**src/rtl/adc128s022_pkg.sv**
```systemverilog
// Shared constants, types and the address-bit helper for the ADC128S022 serial controller.
package adc128s022_pkg;

  localparam int FRAME_BITS     = 16;
  localparam int DATA_BITS      = 12;
  localparam int LEAD_ZEROS     = 4;
  localparam int ADDR_FIRST_BIT = 2;

  typedef logic [2:0] adc_chan_t;

  typedef enum logic [1:0] {
    ST_IDLE,
    ST_SETUP,
    ST_SHIFT,
    ST_GAP
  } adc_state_e;

  // DIN value for bit-slot k: the channel address MSB first in slots 2..4, zero elsewhere.
  function automatic logic addr_bit(input logic [3:0] k, input adc_chan_t ch);
    logic b;
    int   kk;
    b  = 1'b0;
    kk = int'(k);
    case (kk)
      ADDR_FIRST_BIT:     b = ch[2];
      ADDR_FIRST_BIT + 1: b = ch[1];
      ADDR_FIRST_BIT + 2: b = ch[0];
      default:            b = 1'b0;
    endcase
    return b;
  endfunction

endpackage

```
**src/rtl/adc128s022_ctrl_tick.sv**
```systemverilog
// SCLK half-period timer: counts 0..CLK_DIV-1 and flags the last cycle of each half-period.
module adc_tick_gen #(
  parameter int CLK_DIV = 12
) (
  input  logic clock_50,
  input  logic reset_n,
  input  logic restart,
  output logic tick
);

  localparam int              CW   = $clog2(CLK_DIV);
  localparam logic [CW-1:0]   LAST = CW'(CLK_DIV - 1);

  logic [CW-1:0] count;

  always_ff @(posedge clock_50 or negedge reset_n) begin
    if (!reset_n) begin
      count <= '0;
    end else if (restart || count == LAST) begin
      count <= '0;
    end else begin
      count <= count + 1'b1;
    end
  end

  assign tick = (count == LAST);

endmodule

```
**src/rtl/adc128s022_ctrl.sv**
```systemverilog
// ADC128S022 frame controller: one 16-SCLK frame per accepted start, pipelined channel addressing.
module adc128s022_ctrl
  import adc128s022_pkg::*;
#(
  parameter int CLK_DIV = 12
) (
  input  logic        clock_50,
  input  logic        reset_n,
  input  logic        start,
  input  logic [2:0]  channel,
  output logic        busy,
  output logic        done,
  output logic [11:0] sample,
  output logic [2:0]  sample_channel,
  output logic        adc_cs_n,
  output logic        adc_sclk,
  output logic        adc_saddr,
  input  logic        adc_sdat
);

  if (CLK_DIV < 8 || CLK_DIV > 31) begin : g_bad_clk_div
    $error("adc128s022_ctrl: CLK_DIV=%0d outside 8..31 (SCLK must stay within 0.8-3.2 MHz)", CLK_DIV);
  end

  localparam logic [3:0] LAST_BIT = 4'(FRAME_BITS - 1);

  adc_state_e              state, state_next;
  logic [3:0]              bit_cnt, bit_next;
  logic                    half, half_next;      // 0 = SCLK low half, 1 = high half
  adc_chan_t               chan_lat, prev_channel;
  logic [DATA_BITS-1:0]    shreg;
  logic                    tick;
  logic                    cs_n_d, sclk_d, saddr_d;

  adc_tick_gen #(.CLK_DIV(CLK_DIV)) u_tick (
    .clock_50 (clock_50),
    .reset_n  (reset_n),
    .restart  (state_next != state),
    .tick     (tick)
  );

  // NOTE: sequential state uses non-blocking assignments so every register samples pre-edge values.
  always_ff @(posedge clock_50 or negedge reset_n) begin
    if (!reset_n) begin
      state   <= ST_IDLE;
      bit_cnt <= '0;
      half    <= 1'b0;
    end else begin
      state   <= state_next;
      bit_cnt <= bit_next;
      half    <= half_next;
    end
  end

  // NOTE: every comb output gets a default first so no path leaves it unassigned (no latches).
  always_comb begin
    state_next = state;
    bit_next   = bit_cnt;
    half_next  = half;
    case (state)
      ST_IDLE: begin
        if (start) state_next = ST_SETUP;
      end
      ST_SETUP: begin
        if (tick) begin
          state_next = ST_SHIFT;
          bit_next   = '0;
          half_next  = 1'b0;
        end
      end
      ST_SHIFT: begin
        if (tick) begin
          if (!half) begin
            half_next = 1'b1;
          end else begin
            half_next = 1'b0;
            bit_next  = bit_cnt + 4'd1;
            if (bit_cnt == LAST_BIT) state_next = ST_GAP;
          end
        end
      end
      ST_GAP: begin
        if (tick) state_next = ST_IDLE;
      end
      default: state_next = ST_IDLE;
    endcase
  end

  // Pin values are derived from the next state and registered, so the ADC sees glitch-free edges.
  always_comb begin
    cs_n_d  = !(state_next == ST_SETUP || state_next == ST_SHIFT);
    sclk_d  = !(state_next == ST_SHIFT && !half_next);
    saddr_d = (state_next == ST_SHIFT) ? addr_bit(bit_next, chan_lat) : 1'b0;
  end

  always_ff @(posedge clock_50 or negedge reset_n) begin
    if (!reset_n) begin
      adc_cs_n  <= 1'b1;
      adc_sclk  <= 1'b1;
      adc_saddr <= 1'b0;
    end else begin
      adc_cs_n  <= cs_n_d;
      adc_sclk  <= sclk_d;
      adc_saddr <= saddr_d;
    end
  end

  // adc_sdat is captured unsynchronized: its timing is fixed relative to the SCLK we generate.
  // Shifting all 16 bits into a 12-bit register lets the four leading zeros fall off the top.
  always_ff @(posedge clock_50 or negedge reset_n) begin
    if (!reset_n) begin
      chan_lat       <= '0;
      prev_channel   <= '0;
      shreg          <= '0;
      sample         <= '0;
      sample_channel <= '0;
      done           <= 1'b0;
    end else begin
      done <= 1'b0;
      if (state == ST_IDLE && start) chan_lat <= channel;
      if (state == ST_SHIFT && tick) begin
        if (!half) begin
          shreg <= {shreg[DATA_BITS-2:0], adc_sdat};
        end else if (bit_cnt == LAST_BIT) begin
          done           <= 1'b1;
          sample         <= shreg;
          sample_channel <= prev_channel;
          prev_channel   <= chan_lat;
        end
      end
    end
  end

  assign busy = (state != ST_IDLE);

endmodule

```
**config.mk**
```make
export PLATFORM = sky130hd
export DESIGN_NAME = adc128s022_ctrl
export DESIGN_NICKNAME = d
export VERILOG_FILES = /design/src/rtl/adc128s022_pkg.sv /design/src/rtl/adc128s022_ctrl_tick.sv /design/src/rtl/adc128s022_ctrl.sv
export SDC_FILE = /design/constraint.sdc
export NUM_CORES = 1
export LEC_CHECK = 0
export BUFFER_PORTS_ARGS = -buffer_cell sky130_fd_sc_hd__buf_4
export CORE_AREA = 2 2 65 67
export CTS_CLUSTER_SIZE = 28
export DETAILED_ROUTE_END_ITERATION = 10
export DIE_AREA = 0 0 67 69
export PLACE_DENSITY = 0.75
export SETUP_SLACK_MARGIN = 0.05
export SLEW_MARGIN = 25
export SYNTH_ARGS = -nofsm -noshare
export SYNTH_HDL_FRONTEND = slang
export SYNTH_HIERARCHICAL = 1
export SYNTH_SLANG_ARGS = --single-unit
```
**constraint.sdc**
```tcl
create_clock -name clock_50 -period 2.4 [get_ports clock_50]
set_input_delay 0.6 -clock clock_50 [delete_from_list [all_inputs] [get_ports clock_50]]
set_output_delay 0.6 -clock clock_50 [all_outputs]
set_load 0.1 [all_outputs]
```
Yosys cells after proc, flatten, opt, wreduce, memory -nomap -nowiden

Cells that the tools add are included.

$add $sub $neg: 2
$mul: 0
Divide/modulo/power cells: 0
Magnitude comparators: 0
Eq/ne operators: 11
Shifts and indexed selects: 0
Muxes and demuxes: 21
Bitwise operators: 1
Reduce and logical (&&, ||, !) cells: 12

Operators with widths:

| cell                  | count |
|---|---|
| $mux W4               | 4 |
| $mux W2               | 6 |
| $add A4 B1 Y4 const B | 2 |
| $eq A4 B2 Y1 const B  | 2 |
| $eq A4 B4 Y1 const B  | 2 |
| $pmux W2 S4           | 1 |
| $pmux W4 S2           | 1 |
| $mux W1               | 7 |
| $eq A2 B2 Y1 const B  | 3 |
| $eq A2 B1 Y1 const B  | 2 |
| $eq A4 B3 Y1 const B  | 1 |
| $logic_and A1 B1 Y1   | 3 |
| $logic_not A1 Y1      | 3 |
| $pmux W1 S3           | 1 |
| $reduce_and A3 Y1     | 1 |
| $logic_not A2 Y1      | 1 |
| $logic_or A1 B1 Y1    | 2 |
| $ne A2 B2 Y1          | 1 |
| $pmux W1 S2           | 1 |
| $reduce_and A2 Y1     | 1 |
| $reduce_bool A2 Y1    | 1 |
| $not A1 Y1            | 1 |

Flip-flop bits (word level): 48
Bits in latches: 0
RAM bits: 0
ROM bits: 0
Bits of input ports: 7
Output and inout bits: 20
Word-level logic and storage cells: 60
Memories: 0

Logic depth before layout (Yosys ltp)

Gate-level depths: netlist of the first run.

Depth in word-level cells: 8
Gate-level depth with buffers: 12
Depth with buffers taken out: 10

Modules after synthesis

Netlist of the first run, hierarchy kept.

Modules (own cells, without submodules):

| module          | times used | cells each | area each (µm²) | seq. area each (µm²) |
|---|---|---|---|---|
| adc128s022_ctrl | 1          | 144        | 1936.9          | 1103.6 |
| adc_tick_gen    | 1          | 17         | 182.7           | 100.1 |

Least setup slack after synthesis of the first run

OpenSTA, ideal clock, no wires.

Kind: register -> register
From: reg u_tick.count[0]
To: reg adc_saddr
Library setup time: 0.111 ns
Data arrival time: 1.947 ns
Required time: 2.289 ns
Path slack: 0.341 ns
Stages on the path, launching flop included: 10
Buffers on the path: 1
Period minus slack after synthesis: 2.059 ns
Cells stage by stage: dfrtp_1 -> ha_1 -> nand2_1 -> nor2_1 -> buf_6 -> nand3_2 -> xnor2_1 -> a32o_2 -> a211o_1 -> a2111oi_2

Cells in the longest elaborated chain, start to end: 6
Elaborated cells on any way between the ends: 14
Those cells by class: 5 x eq/ne; 9 x mux

Ends and longest elaborated chain:

| item                                         | line                                         | text |
|---|---|---|
| start, declared                              | adc128s022_ctrl_tick.sv:14                   | `logic [CW-1:0] count;` |
| start signal, assigned                       | adc128s022_ctrl_tick.sv:22                   | `count <= count + 1'b1;` |
| $eq A4 B4 Y1 *                               | adc128s022_ctrl_tick.sv:26                   | `assign tick = (count == LAST);` |
| net tick                                     | adc128s022_ctrl.sv:32                        | `logic tick;` |
| $mux W4 (on tied branches)                   | adc128s022_ctrl.sv:72, adc128s022_ctrl.sv:65 |  |
| $pmux W4 S2 *                                | adc128s022_ctrl.sv:60                        | `case (state)` |
| net bit_next[2]                              | adc128s022_ctrl.sv:28                        | `logic [3:0] bit_cnt, bit_next;` |
| $eq A4 B3 Y1 or $eq A4 B2 Y1 (tied branches) | adc128s022_pkg.sv:24                         | `case (kk)` |
| $pmux W1 S3 *                                | adc128s022_pkg.sv:24                         |  |
| $mux W1 *                                    | adc128s022_ctrl.sv:93                        | `saddr_d = (state_next == ST_SHIFT) ? addr_bit(bit_next, chan_lat) : 1'b0;` |
| net saddr_d                                  | adc128s022_ctrl.sv:33                        | `logic cs_n_d, sclk_d, saddr_d;` |
| end signal, assigned                         | adc128s022_ctrl.sv:104                       | `adc_saddr <= saddr_d;` |
| end, declared                                | adc128s022_ctrl.sv:17                        | `output logic adc_saddr,` |

Mark *: on every way through the listed nets, which the timed path passes. The rest lies on a longest branch.
A chain may end at the register's enable or synchronous reset.

Final worst setup path of the first run

From: reg u_tick.count[0]
To: reg adc_saddr

Cells in the longest elaborated chain, start to end: 6
Elaborated cells on any way between the ends: 14
Those cells by class: 5 x eq/ne; 9 x mux

Ends and longest elaborated chain:

| item                                         | line |
|---|---|
| $eq A4 B4 Y1 *                               | adc128s022_ctrl_tick.sv:26 |
| net tick                                     | adc128s022_ctrl.sv:32 |
| $mux W4 (on tied branches)                   | adc128s022_ctrl.sv:72, adc128s022_ctrl.sv:65 |
| $pmux W4 S2                                  | adc128s022_ctrl.sv:60 |
| $eq A4 B3 Y1 or $eq A4 B2 Y1 (tied branches) | adc128s022_pkg.sv:24 |
| $pmux W1 S3                                  | adc128s022_pkg.sv:24 |
| $mux W1 *                                    | adc128s022_ctrl.sv:93 |
| net saddr_d                                  | adc128s022_ctrl.sv:33 |

Marks and branches as above.

==> insert_results.sql, run 1 <==
INSERT INTO impl_metrics (metric_group, metric, value, unit) VALUES
('cts', 'maximum_root_to_sink_buffer_count', '2', ''),
('yosys', 'count_leader_synth', 'sky130_fd_sc_hd__dfrtp_1', ''),
('pwr', 'cellPowerDensity', '884', 'mW/mm^2'),
('final_layout', 'area_growth', '16.2', '%'),
('yosys', 'simple_logic_cell_fraction_of_the_synthesized_area', '0.0885', ''),
('worst_setup_path', 'cp_top_family', 'compound AO/OA/AOI/OAI gates', ''),
('worst_setup_path', 'timing.reg2reg.setup_slack', '0.17', 'ns'),
('grt', 'grt_pass1_wl', '6430', 'um'),
('cts', 'cts.clk_slew.worst_paths', '0.09', 'ns'),
('timing', 'clock-skew-final', '0.0105', 'ns'),
('timing', 'final_max_slew_viol_count', '0', ''),
('cts', 'clock_tree_from_tritoncts', 'built', ''),
('yosys', 'netlist_top_cells_area', 'sky130_fd_sc_hd__dfrtp_1 (54%), sky130_fd_sc_hd__mux2_2 (17%), sky130_fd_sc_hd__ha_1 (5.3%)', ''),
('worst_setup_path', 'worst_r2r_path_depth', '9', ''),
('final_layout', 'fin_nets', '207', ''),
('cts', 'clkLatencyLatePin', '0.30', 'ns'),
('floorplanning', 'die_width', '67', 'um'),
('yosys', 'ys_async_sr_fraction', '1.00', ''),
('yosys', 'synth_seq_cells', '48', ''),
('yosys', 'synth_largest_area_cell', 'sky130_fd_sc_hd__dfrtp_1', ''),
('grt', 'grt.overflow.total', '0', ''),
('placed_design', 'dpl.cell_count', '234', ''),
('min_path', 'min-delay-path-class', 'input port to async pin', ''),
('pwr', 'total_power', '2180', 'uW'),
('timing', 'final_hold_viol_count', '0', ''),
('grt', 'via_count_of_the_first_global_routing_pass', '1366', ''),
('yosys', 'post-synth-top-area-fraction', '0.543', ''),
('worst_setup_path', 'critical_path.max_fanout', '9', ''),
('grt', 'antenna_found_initial', '0', ''),
('yosys', 'synthXorXnorAreaFrac', '0.00826', ''),
('yosys', 'yosys.cell_types.count', '40', ''),
('pwr', 'total_switching_power', '787', 'uW'),
('worst_setup_path', 'worst-path-stages', '9', ''),
('timing', 'setup_viol_count_final', '0', ''),
('timing', 'timing.fmax', '449', 'MHz'),
('cts', 'tritoncts_num_sinks', '48', ''),
('detailed_routing', 'via_per_inst', '5.54', ''),
('worst_setup_path', 'worstPathRequired', '2.60', 'ns'),
('final_layout', 'final_layout_size_suffix_gt1_frac', '0.417', ''),
('floorplanning', 'row_count', '23', ''),
('detailed_routing', 'vias_after_detailed_routing', '1341', ''),
('yosys', 'synth.cell_area', '0.00212', 'mm^2'),
('flow_run', 'cap_violations', '0', ''),
('timing', 'slew_at_the_pin_closest_to_its_max_slew_limit', '0.581', 'ns'),
('grt', 'largest_net_degree_at_the_start_of_global_routing', '49', ''),
('worst_setup_path', 'timing_worst_setup_path_type', 'flip-flop to flip-flop', ''),
('yosys', 'postSynthAreaPerCell', '13.2', 'um^2'),
('floorplanning', 'floorplan.io_pins', '27', ''),
('yosys', 'main_combinational_cell_family_by_area_after_synthesis', 'multiplexers', ''),
('yosys', 'synth.mux.area_fraction', '0.180', ''),
('pwr', 'leakagePower', '0.00123', 'uW'),
('floorplanning', 'core_area', '0.00391', 'mm^2'),
('worst_setup_path', 'worst_setup_path_end_kind', 'flip-flop', ''),
('worst_setup_path', 'setup.worst_path.start_class', 'flip-flop', ''),
('timing', 'post-route-period-util', '0.929', ''),
('cts', 'numCtsBuffers', '5', ''),
('worst_setup_path', 'critPathSlowestCell', 'sky130_fd_sc_hd__dfrtp_1', ''),
('cts', 'cts.repair_timing.setup_buffer_count', '0', ''),
('floorplanning', 'dieHeight', '69', 'um'),
('pwr', 'pwr-share-clk', '0.226', ''),
('worst_setup_path', 'worst_ep_arrival_time', '2.42', 'ns'),
('pwr', 'p_int', '1390', 'uW'),
('status', 'run_status', 'complete, no violations', ''),
('cts', 'htree_num_levels', '2', ''),
('timing', 'setup-tns-final', '0', 'ns'),
('placed_design', 'dp_hpwl', '2780', 'um'),
('yosys', 'yosys.area_share.adder', '0.0531', ''),
('worst_setup_path', 'timing.critical_path.cells', 'ha_1, nand2_1, nor2_2, buf_4, and2_4, o21ai_0, a22oi_1, a211o_1, a2111oi_2', ''),
('yosys', 'synth.top_cells.by_count', 'sky130_fd_sc_hd__dfrtp_1 (46), sky130_fd_sc_hd__mux2_2 (32), sky130_fd_sc_hd__inv_1 (11)', ''),
('pwr', 'sw_frac_of_total', '0.361', ''),
('yosys', 'synth_enable_flop_cells', '0', '');
==> power by group through the flow <==
stage | Sequential (uW) | Clock, uW | Combinational [uW]
finish | 1010 | 493 | 680
global placement | 1000 | 0 | 630
floorplan | 1060 | 0 | 454
CTS | 1000 | 503 | 670
detailed placement | 1020 | 0 | 666
global route | 1010 | 535 | 746
==> sequential cells by signal, summed over array words and instances (netlist names) <==
name            count
adc_cs_n            1
half                1
state               2
u_tick/count        4
chan_lat            3
sample             12
sample_channel      3
shreg              12
adc_saddr           1
bit_cnt             4
done                1
adc_sclk            1
prev_channel        3
==> logic make-up after synthesis <==
family / Yosys count
compound gates: 18
mux: 34
buf+inv: 16
flops: 48
fa+ha+maj: 9
simple gates: 34
xor+xnor: 2
==> layout make-up <==
| class | instances | area [um^2] |
|---|---|---|
| multi-input combinational | 97 | 852 |
| inverter | 11 | 41.3 |
| sequential | 48 | 1200 |
| clock inverter | 1 | 7.51 |
| fill | 307 | 1450 |
| tap | 50 | 62.6 |
| clock buffer | 7 | 86.3 |
| timing repair buffer | 28 | 210 |
==> path summary, 6_finish.rpt <==
check	start	end
setup / recovery	u_tick/count[0]$_DFF_PN0_	adc_saddr$_DFF_PN0_
hold / removal	reset_n	bit_cnt[2]$_DFF_PN0_
setup reg to reg	u_tick/count[0]$_DFF_PN0_	adc_saddr$_DFF_PN0_
hold reg to reg	shreg[11]$_DFFE_PN0P_	shreg[11]$_DFFE_PN0P_
max in group asynchronous	reset_n	state[0]$_DFF_PN0_
min in group clock_50	shreg[11]$_DFFE_PN0P_	shreg[11]$_DFFE_PN0P_
==> metrics by stage <==
step	hold slack (ns)	setup WS (ns)	instance area, um^2
6_report	0.287	0.170	2460
5_1_grt	0.320	0.0556	2460
4_1_cts	0.312	0.100	2450
3_5_place_dp	0.494	0.116	2360
3_3_place_gp	0.469	0.274	2360
2_1_floorplan	0.304	0.341	2120
==> metal layers <==
layer	track usage	vias to the layer above	share of wire
met5	0	-	0
met4	0.0612	0	0.011
met3	0.0424	4	0.037
met2	0.318	30	0.54
met1	0.215	685	0.41
li1	-	622	-
==> cells in the final DEF (no fill, tap or decap), drive strengths merged, types with 2 or more instances in the layout <==
cell type / count
ha: 9
o21ai: 2
nand4: 2
or2: 2
nor2: 8
dfrtp: 46
clkbuf: 7
xnor2: 2
a32o: 2
a21oi: 3
nor3b: 2
nand2: 7
a2bb2oi: 2
inv: 11
dfstp: 2
buf: 28
mux2: 33
nand3: 5
==> what timing repair did <==
action	in CTS	in global routing
endpoints found under the hold margin	0	0
hold buffers	0	0
setup endpoints to repair	0	6
resized for setup	0	2
(Power assumes the default switching activity.)
==> run 2: changes to the inputs <==
- clock period: 2.4 -> 2.3 ns (I/O delays scaled with it)
==> run 2 against run 1 <==
Against the previous run:
- first-iteration DRC count is 37% lower
- combinational power up 12%
- utilization is 1.2 points higher
- critical path depth fell by 2
- largest cell class unchanged
- register-to-register slack worse by 0.04 ns
- clock power is 4.7% higher
- flip-flop and latch count is the same
- sequential share of layout area decreased by 0.95 points
- non-clock buffer count increased by 1
- routed wire length about the same
- sequential power up 4%
- die area is the same
==> insert_results.sql, run 2 (synthesized netlist as in run 1, its figures left out) <==
INSERT INTO impl_metrics (metric_group, metric, value, unit) VALUES
('grt', 'grtUsageTotal', '0.184', ''),
('detailed_routing', 'via_per_inst', '5.47', ''),
('floorplanning', 'row_count', '23', ''),
('grt', 'largest_net_degree_at_the_start_of_global_routing', '49', ''),
('pwr', 'leakagePower', '0.00125', 'uW'),
('timing', 'slew_at_the_pin_closest_to_its_max_slew_limit', '0.578', 'ns'),
('pwr', 'vdd_ir_drop_max', '539', 'uV'),
('min_path', 'min-delay-path-class', 'input port to async pin', ''),
('worst_setup_path', 'timing_worst_setup_path_type', 'flip-flop to flip-flop', ''),
('timing', 'final_hold_viol_count', '0', ''),
('detailed_routing', 'final_antenna_net_count', '0', ''),
('floorplanning', 'die_area', '0.00462', 'mm^2'),
('cts', 'cts_root_buffer', 'sky130_fd_sc_hd__clkbuf_8', ''),
('grt', 'grtUsageMet3', '0.0424', ''),
('grt', 'grt_pass1_wl', '6480', 'um'),
('placed_design', 'port_buffers', '26', ''),
('timing', 'final_max_slew_viol_count', '0', ''),
('timing', 'clock-skew-final', '0.0120', 'ns'),
('floorplanning', 'floorplan.io_pins', '27', ''),
('cts', 'numCtsBuffers', '5', ''),
('pwr', 'p_int', '1490', 'uW'),
('final_layout', 'most_common_library_cell_in_the_layout_ignoring_fill_and_taps', 'sky130_fd_sc_hd__dfrtp_1', ''),
('floorplanning', 'core_area', '0.00391', 'mm^2'),
('detailed_routing', 'totalWireLength', '3880', 'um'),
('grt', 'busiest_layer', 'met2', ''),
('worst_setup_path', 'worstPathRequired', '2.50', 'ns'),
('cts', 'htree_num_levels', '2', ''),
('cts', 'clock_tree_from_tritoncts', 'built', ''),
('grt', 'grt.overflow.total', '0', ''),
('detailed_routing', 'tritonroute_pass_1_iters', '4', ''),
('timing', 'timing.max_slew.rel_slack', '0.615', ''),
('detailed_routing', 'drt_iter0_drc', '68', ''),
('detailed_routing', 'post_drt_wl_per_cell', '15.9', 'um'),
('worst_setup_path', 'critical_path.max_fanout', '8', ''),
('cts', 'clkLatencyLatePin', '0.30', 'ns'),
('pwr', 'combinationalPowerShare', '0.326', ''),
('pwr', 'sw_frac_of_total', '0.361', ''),
('final_layout', 'area_growth', '18.5', '%'),
('grt', 'via_count_of_the_first_global_routing_pass', '1375', ''),
('worst_setup_path', 'setup.worst_path.start_class', 'flip-flop', ''),
('timing', 'setup_viol_count_final', '0', ''),
('floorplanning', 'dieHeight', '69', 'um'),
('cts', 'cts.clk_slew.worst_paths', '0.09', 'ns'),
('final_layout', 'largest_registers', 'sample (12), shreg (12)', ''),
('final_layout', 'fin_nets', '208', ''),
('final_layout', 'final_layout_size_suffix_gt1_frac', '0.456', ''),
('grt', 'global_route.usage.met2', '0.325', ''),
('final_layout', 'final_area', '0.00251', 'mm^2'),
('floorplanning', 'die_width', '67', 'um'),
('timing', 'timing.fmax', '460', 'MHz'),
('timing', 'finalCriticalPeriod', '2.17', 'ns'),
('grt', 'grtUsageMet1', '0.214', ''),
('worst_setup_path', 'worst_ep_arrival_time', '2.37', 'ns'),
('final_layout', 'highest_count_cells_in_the_layout_ignoring_fill_and_taps', 'sky130_fd_sc_hd__dfrtp_1 (46), sky130_fd_sc_hd__mux2_2 (32), sky130_fd_sc_hd__buf_4 (27)', ''),
('final_layout', 'insertedDiodeCount', '0', ''),
('pwr', 'pwr-share-seq', '0.452', ''),
('floorplanning', 'initial_utilization', '0.542', ''),
('timing', 'post-route-period-util', '0.945', ''),
('timing', 'grt_setup_unrepaired', 'false', ''),
('flow_run', 'cap_violations', '0', ''),
('timing', 'setup-tns-final', '0', 'ns'),
('placed_design', 'dp_hpwl', '2780', 'um'),
('detailed_routing', 'drt_drc_violations_left', '0', ''),
('worst_setup_path', 'timing.reg2reg.setup_slack', '0.13', 'ns'),
('worst_setup_path', 'worst_setup_path_end_kind', 'flip-flop', ''),
('detailed_routing', 'vias_after_detailed_routing', '1330', ''),
('status', 'run_status', 'complete, no violations', ''),
('cts', 'tritoncts_num_sinks', '48', ''),
('pwr', 'pwr-share-clk', '0.222', ''),
('placed_design', 'place_congestion', '0.806', ''),
('cts', 'maximum_root_to_sink_buffer_count', '2', ''),
('grt', 'antenna_found_initial', '0', ''),
('pwr', 'total_switching_power', '840', 'uW'),
('placed_design', 'placed_cell_area', '0.00236', 'mm^2'),
('pwr', 'cellPowerDensity', '926', 'mW/mm^2');
run 2: cell count changes in the layout (fill, tap and decap cells not counted), sizes merged:
cell	delta
buf	+1
run 2: timing repair:
item	CTS	global route
gates cloned	0	0
setup endpoints to repair	5	34
resized for setup	2	10
hold buffers	0	0
pin swaps	0	1
buffers inserted	0	1
run 2: cell type report:
cell class	instances	area [um^2]
timing repair buffer	29	225
clock buffer	7	86.3
tap	50	62.6
clock inverter	1	7.51
inverter	11	41.3
sequential	48	1200
multi-input combinational	97	886
fill	308	1400
run 2: power groups by stage:
stage	Clock (uW)	Sequential [uW]	Combinational (uW)
2_1_floorplan	0	1110	474
3_3_place_gp	0	1040	657
3_5_place_dp	0	1060	695
4_1_cts	525	1050	712
5_1_grt	559	1060	836
6_report	516	1050	759
run 2: worst max-delay path, cell delays in order (launching register included):
cell                        delay, ns
sky130_fd_sc_hd__dfrtp_1         0.49
sky130_fd_sc_hd__inv_1           0.13
sky130_fd_sc_hd__ha_1            0.44
sky130_fd_sc_hd__nand4_1         0.11
sky130_fd_sc_hd__o21ai_0         0.12
sky130_fd_sc_hd__a22oi_1         0.14
sky130_fd_sc_hd__a211o_1         0.30
sky130_fd_sc_hd__a2111oi_2       0.35
run 2: metal layers:
metal | part of all wire | wire (um) | vias up
met5 | 0 | 0 | -
met4 | 0.014 | 56 | 0
met1 | 0.42 | 1640 | 673
li1 | - | - | 628
met2 | 0.53 | 2070 | 24
met3 | 0.029 | 111 | 5
run 2: worst paths after layout:
kind / start / end / depth (start not counted)
hold / removal: reset_n / bit_cnt[2]$_DFF_PN0_ / 1
hold reg to reg: shreg[11]$_DFFE_PN0P_ / shreg[11]$_DFFE_PN0P_ / 1
setup reg to reg: state[1]$_DFF_PN0_ / adc_saddr$_DFF_PN0_ / 7
max in group asynchronous: reset_n / state[0]$_DFF_PN0_ / 1
setup / recovery: state[1]$_DFF_PN0_ / adc_saddr$_DFF_PN0_ / 7
min in group clock_50: channel[0] / chan_lat[0]$_DFFE_PN0P_ / 2
run 2: metrics by stage:
| stage | setup slack, ns | instances | utilization | hold WS [ns] | power, uW |
|---|---|---|---|---|---|
| final | 0.126 | 243 | 0.642 | 0.262 | 2330 |
| after global routing | 0.0413 | 243 | 0.642 | 0.295 | 2460 |
| after CTS | 0.0804 | 242 | 0.629 | 0.287 | 2280 |
| after detailed placement | 0.0164 | 234 | 0.603 | 0.494 | 1760 |
| after global placement | 0.174 | 234 | 0.603 | 0.469 | 1700 |
| after floorplan | 0.241 | 161 | - | 0.279 | 1580 |
==> run 3: changes to the inputs <==
- SYNTH_HIERARCHICAL: 1 -> default
==> run 3 against run 2 <==
Against the previous run:
- synthesized area fell by 0.35%
- sequential share of layout area decreased by 0.17 points
- flip-flop and latch count unchanged
- largest power group unchanged
==> insert_results.sql, run 3 <==
INSERT INTO impl_metrics (metric_group, metric, value, unit) VALUES
('final_layout', 'largest_registers', 'sample (12), shreg (12)', ''),
('grt', 'antenna_found_initial', '0', ''),
('timing', 'timing.max_slew.rel_slack', '0.610', ''),
('floorplanning', 'floorplan.io_pins', '27', ''),
('detailed_routing', 'via_per_inst', '5.45', ''),
('final_layout', 'final_layout_size_suffix_gt1_frac', '0.430', ''),
('yosys', 'synth-main-ff-cell', 'sky130_fd_sc_hd__dfrtp_1', ''),
('floorplanning', 'row_count', '23', ''),
('flow_run', 'cap_violations', '0', ''),
('timing', 'timing.fmax', '474', 'MHz'),
('timing', 'fin_ws', '0.192', 'ns'),
('timing', 'setup_viol_count_final', '0', ''),
('pwr', 'leakagePower', '0.00128', 'uW'),
('cts', 'cts_root_buffer', 'sky130_fd_sc_hd__clkbuf_8', ''),
('cts', 'tritoncts_num_sinks', '48', ''),
('detailed_routing', 'vias_after_detailed_routing', '1325', ''),
('cts', 'hold_buffers', '0', ''),
('final_layout', 'final_area', '0.00252', 'mm^2'),
('status', 'run_status', 'complete, no violations', ''),
('placed_design', 'place_ws', '0.158', 'ns'),
('placed_design', 'dp_hpwl', '2600', 'um'),
('cts', 'clkLatencyLatePin', '0.29', 'ns'),
('detailed_routing', 'drt_drc_violations_left', '0', ''),
('yosys', 'synth_seq_cells', '48', ''),
('worst_setup_path', 'worst_setup_path_end_kind', 'flip-flop', ''),
('yosys', 'postSynthAreaPerCell', '13.1', 'um^2'),
('floorplanning', 'initial_utilization', '0.540', ''),
('floorplanning', 'die_area', '0.00462', 'mm^2'),
('pwr', 'cellPowerDensity', '1040', 'mW/mm^2'),
('detailed_routing', 'totalWireLength', '3740', 'um'),
('final_layout', 'area_growth', '19.4', '%'),
('floorplanning', 'dieHeight', '69', 'um'),
('detailed_routing', 'drt_iter0_drc', '52', ''),
('placed_design', 'port_buffers', '26', ''),
('yosys', 'netlist_top_cells_area', 'sky130_fd_sc_hd__dfrtp_1 (55%), sky130_fd_sc_hd__mux2_2 (18%), sky130_fd_sc_hd__ha_1 (5.3%)', ''),
('yosys', 'synth_enable_flop_cells', '0', ''),
('timing', 'timing.hold.ws', '0.262', 'ns'),
('final_layout', 'most_common_library_cell_in_the_layout_ignoring_fill_and_taps', 'sky130_fd_sc_hd__dfrtp_1', ''),
('yosys', 'synth_sequential_area_ratio', '0.570', ''),
('yosys', 'synth.top_cells.by_count', 'sky130_fd_sc_hd__dfrtp_1 (46), sky130_fd_sc_hd__mux2_2 (33), sky130_fd_sc_hd__inv_1 (13)', ''),
('cts', 'cts.clk_slew.worst_paths', '0.09', 'ns'),
('final_layout', 'fin_nets', '209', ''),
('floorplanning', 'core_area', '0.00391', 'mm^2'),
('yosys', 'ys.warnings.count', '0', ''),
('yosys', 'syn_nets', '177', ''),
('pwr', 'vdd_ir_drop_max', '664', 'uV'),
('timing', 'grt_setup_unrepaired', 'false', ''),
('timing', 'final_hold_viol_count', '0', ''),
('final_layout', 'final-instance-count-excl-fill', '243', ''),
('grt', 'grt.overflow.total', '0', ''),
('timing', 'setup-tns-final', '0', 'ns'),
('yosys', 'synth.cell_area', '0.00211', 'mm^2'),
('placed_design', 'placed_cell_area', '0.00238', 'mm^2'),
('min_path', 'min-delay-path-class', 'input port to async pin', ''),
('detailed_routing', 'tritonroute_pass_1_iters', '4', ''),
('yosys', 'count_leader_synth', 'sky130_fd_sc_hd__dfrtp_1', ''),
('cts', 'clock_tree_from_tritoncts', 'built', ''),
('yosys', 'synth_largest_area_cell', 'sky130_fd_sc_hd__dfrtp_1', ''),
('cts', 'htree_num_levels', '2', ''),
('floorplanning', 'die_width', '67', 'um'),
('worst_setup_path', 'worstPathRequired', '2.49', 'ns'),
('timing', 'final_max_slew_viol_count', '0', ''),
('placed_design', 'place_congestion', '1.00', ''),
('yosys', 'post-synth-top-area-fraction', '0.545', ''),
('worst_setup_path', 'critical_path.max_fanout', '5', ''),
('worst_setup_path', 'setup.worst_path.start_class', 'flip-flop', ''),
('grt', 'grtUsageTotal', '0.181', ''),
('detailed_routing', 'final_antenna_net_count', '0', ''),
('yosys', 'synth_cells', '161', ''),
('grt', 'largest_net_degree_at_the_start_of_global_routing', '49', ''),
('timing', 'clock-skew-final', '0.00881', 'ns'),
('worst_setup_path', 'timing_worst_setup_path_type', 'flip-flop to flip-flop', ''),
('yosys', 'yosys.cell_types.count', '35', ''),
('timing', 'finalCriticalPeriod', '2.11', 'ns'),
('detailed_routing', 'post_drt_wl_per_cell', '15.4', 'um'),
('placed_design', 'dpl.cell_count', '236', ''),
('grt', 'via_count_of_the_first_global_routing_pass', '1318', ''),
('timing', 'post-route-period-util', '0.917', ''),
('cts', 'numCtsBuffers', '5', ''),
('yosys', 'ys_async_sr_fraction', '1.00', ''),
('final_layout', 'highest_count_cells_in_the_layout_ignoring_fill_and_taps', 'sky130_fd_sc_hd__dfrtp_1 (46), sky130_fd_sc_hd__mux2_2 (33), sky130_fd_sc_hd__buf_4 (27)', ''),
('final_layout', 'insertedDiodeCount', '0', ''),
('timing', 'slew_at_the_pin_closest_to_its_max_slew_limit', '0.585', 'ns'),
('worst_setup_path', 'worst_ep_arrival_time', '2.30', 'ns'),
('cts', 'maximum_root_to_sink_buffer_count', '2', ''),
('grt', 'grt_pass1_wl', '6350', 'um');
[run 3: changes by cell type after synthesis, sizes merged, moves of 2 or more]
| cell | change |
|---|---|
| nand2 | -2 |
| inv | +2 |
| a221oi | +2 |
| a21oi | +3 |
| a32o | -2 |
| a2bb2oi | -2 |
| xor2 | +2 |
| and3 | +3 |
| nor4 | +2 |
| o21ai | +2 |
[run 3: metrics by stage]
stage                     power, uW  utilization
after global routing           2790        0.644
after floorplan                1700            -
after detailed placement       1910        0.609
after CTS                      2610        0.642
after global placement         1880        0.609
final                          2620        0.644
[run 3: path summary, 6_finish.rpt]
check	startpoint	endpoint	slack, ns	cells past startpoint
max reg2reg	state[0]$_DFF_PN0_	adc_saddr$_DFF_PN0_	0.19	6
min reg2reg	u_tick.count[0]$_DFF_PN0_	u_tick.count[0]$_DFF_PN0_	0.48	1
max in group asynchronous	reset_n	sample[6]$_DFFE_PN0P_	1.62	1
min	reset_n	bit_cnt[1]$_DFF_PN0_	0.26	1
min in group clock_50	u_tick.count[0]$_DFF_PN0_	u_tick.count[0]$_DFF_PN0_	0.48	1
max	state[0]$_DFF_PN0_	adc_saddr$_DFF_PN0_	0.19	6
[run 3: kinds of logic after synthesis]
kind of cell / synth area share
adders and majority gates: 0.0533
xor gates and xnor gates: 0.0124
DFF: 0.570
AOI/OAI and AO/OA: 0.0746
muxes: 0.176
and+or+nand+nor: 0.0824
buffers and inverters: 0.0314
[run 3: worst max-delay path, stage by stage, from the launching register on]
cell,delay (ns)
sky130_fd_sc_hd__dfrtp_1,0.42
sky130_fd_sc_hd__inv_1,0.13
sky130_fd_sc_hd__ha_2,0.41
sky130_fd_sc_hd__o21ai_2,0.12
sky130_fd_sc_hd__a211o_1,0.35
sky130_fd_sc_hd__a211o_1,0.29
sky130_fd_sc_hd__a2111oi_2,0.29
[run 3: per-layer routing]
layer / routed length, um / GRT usage / vias to the layer above
li1: - / - / 637
met3: 129 / 0.0587 / 2
met5: 0 / 0 / -
met4: 21 / 0.0476 / 0
met1: 1760 / 0.253 / 665
met2: 1830 / 0.273 / 21
[run 3: timing repair]
action | 4_1_cts | 5_1_grt
buffers inserted | 0 | 0
endpoints found under the setup margin | 0 | 25
resized for setup | 0 | 5
[run 3: cell type report]
class                      instances  area, um^2
multi-input combinational         97         855
inverter                          13        48.8
clock inverter                     2        60.1
timing repair buffer              28         223
sequential                        48        1200
tap                               50        62.6
fill                             320        1390
clock buffer                       5        68.8
[run 3: power breakdown]
part | internal (uW) | switching (uW)
clock network | 428 | 266
logic | 293 | 582
registers | 959 | 87.9
total | 1680 | 936
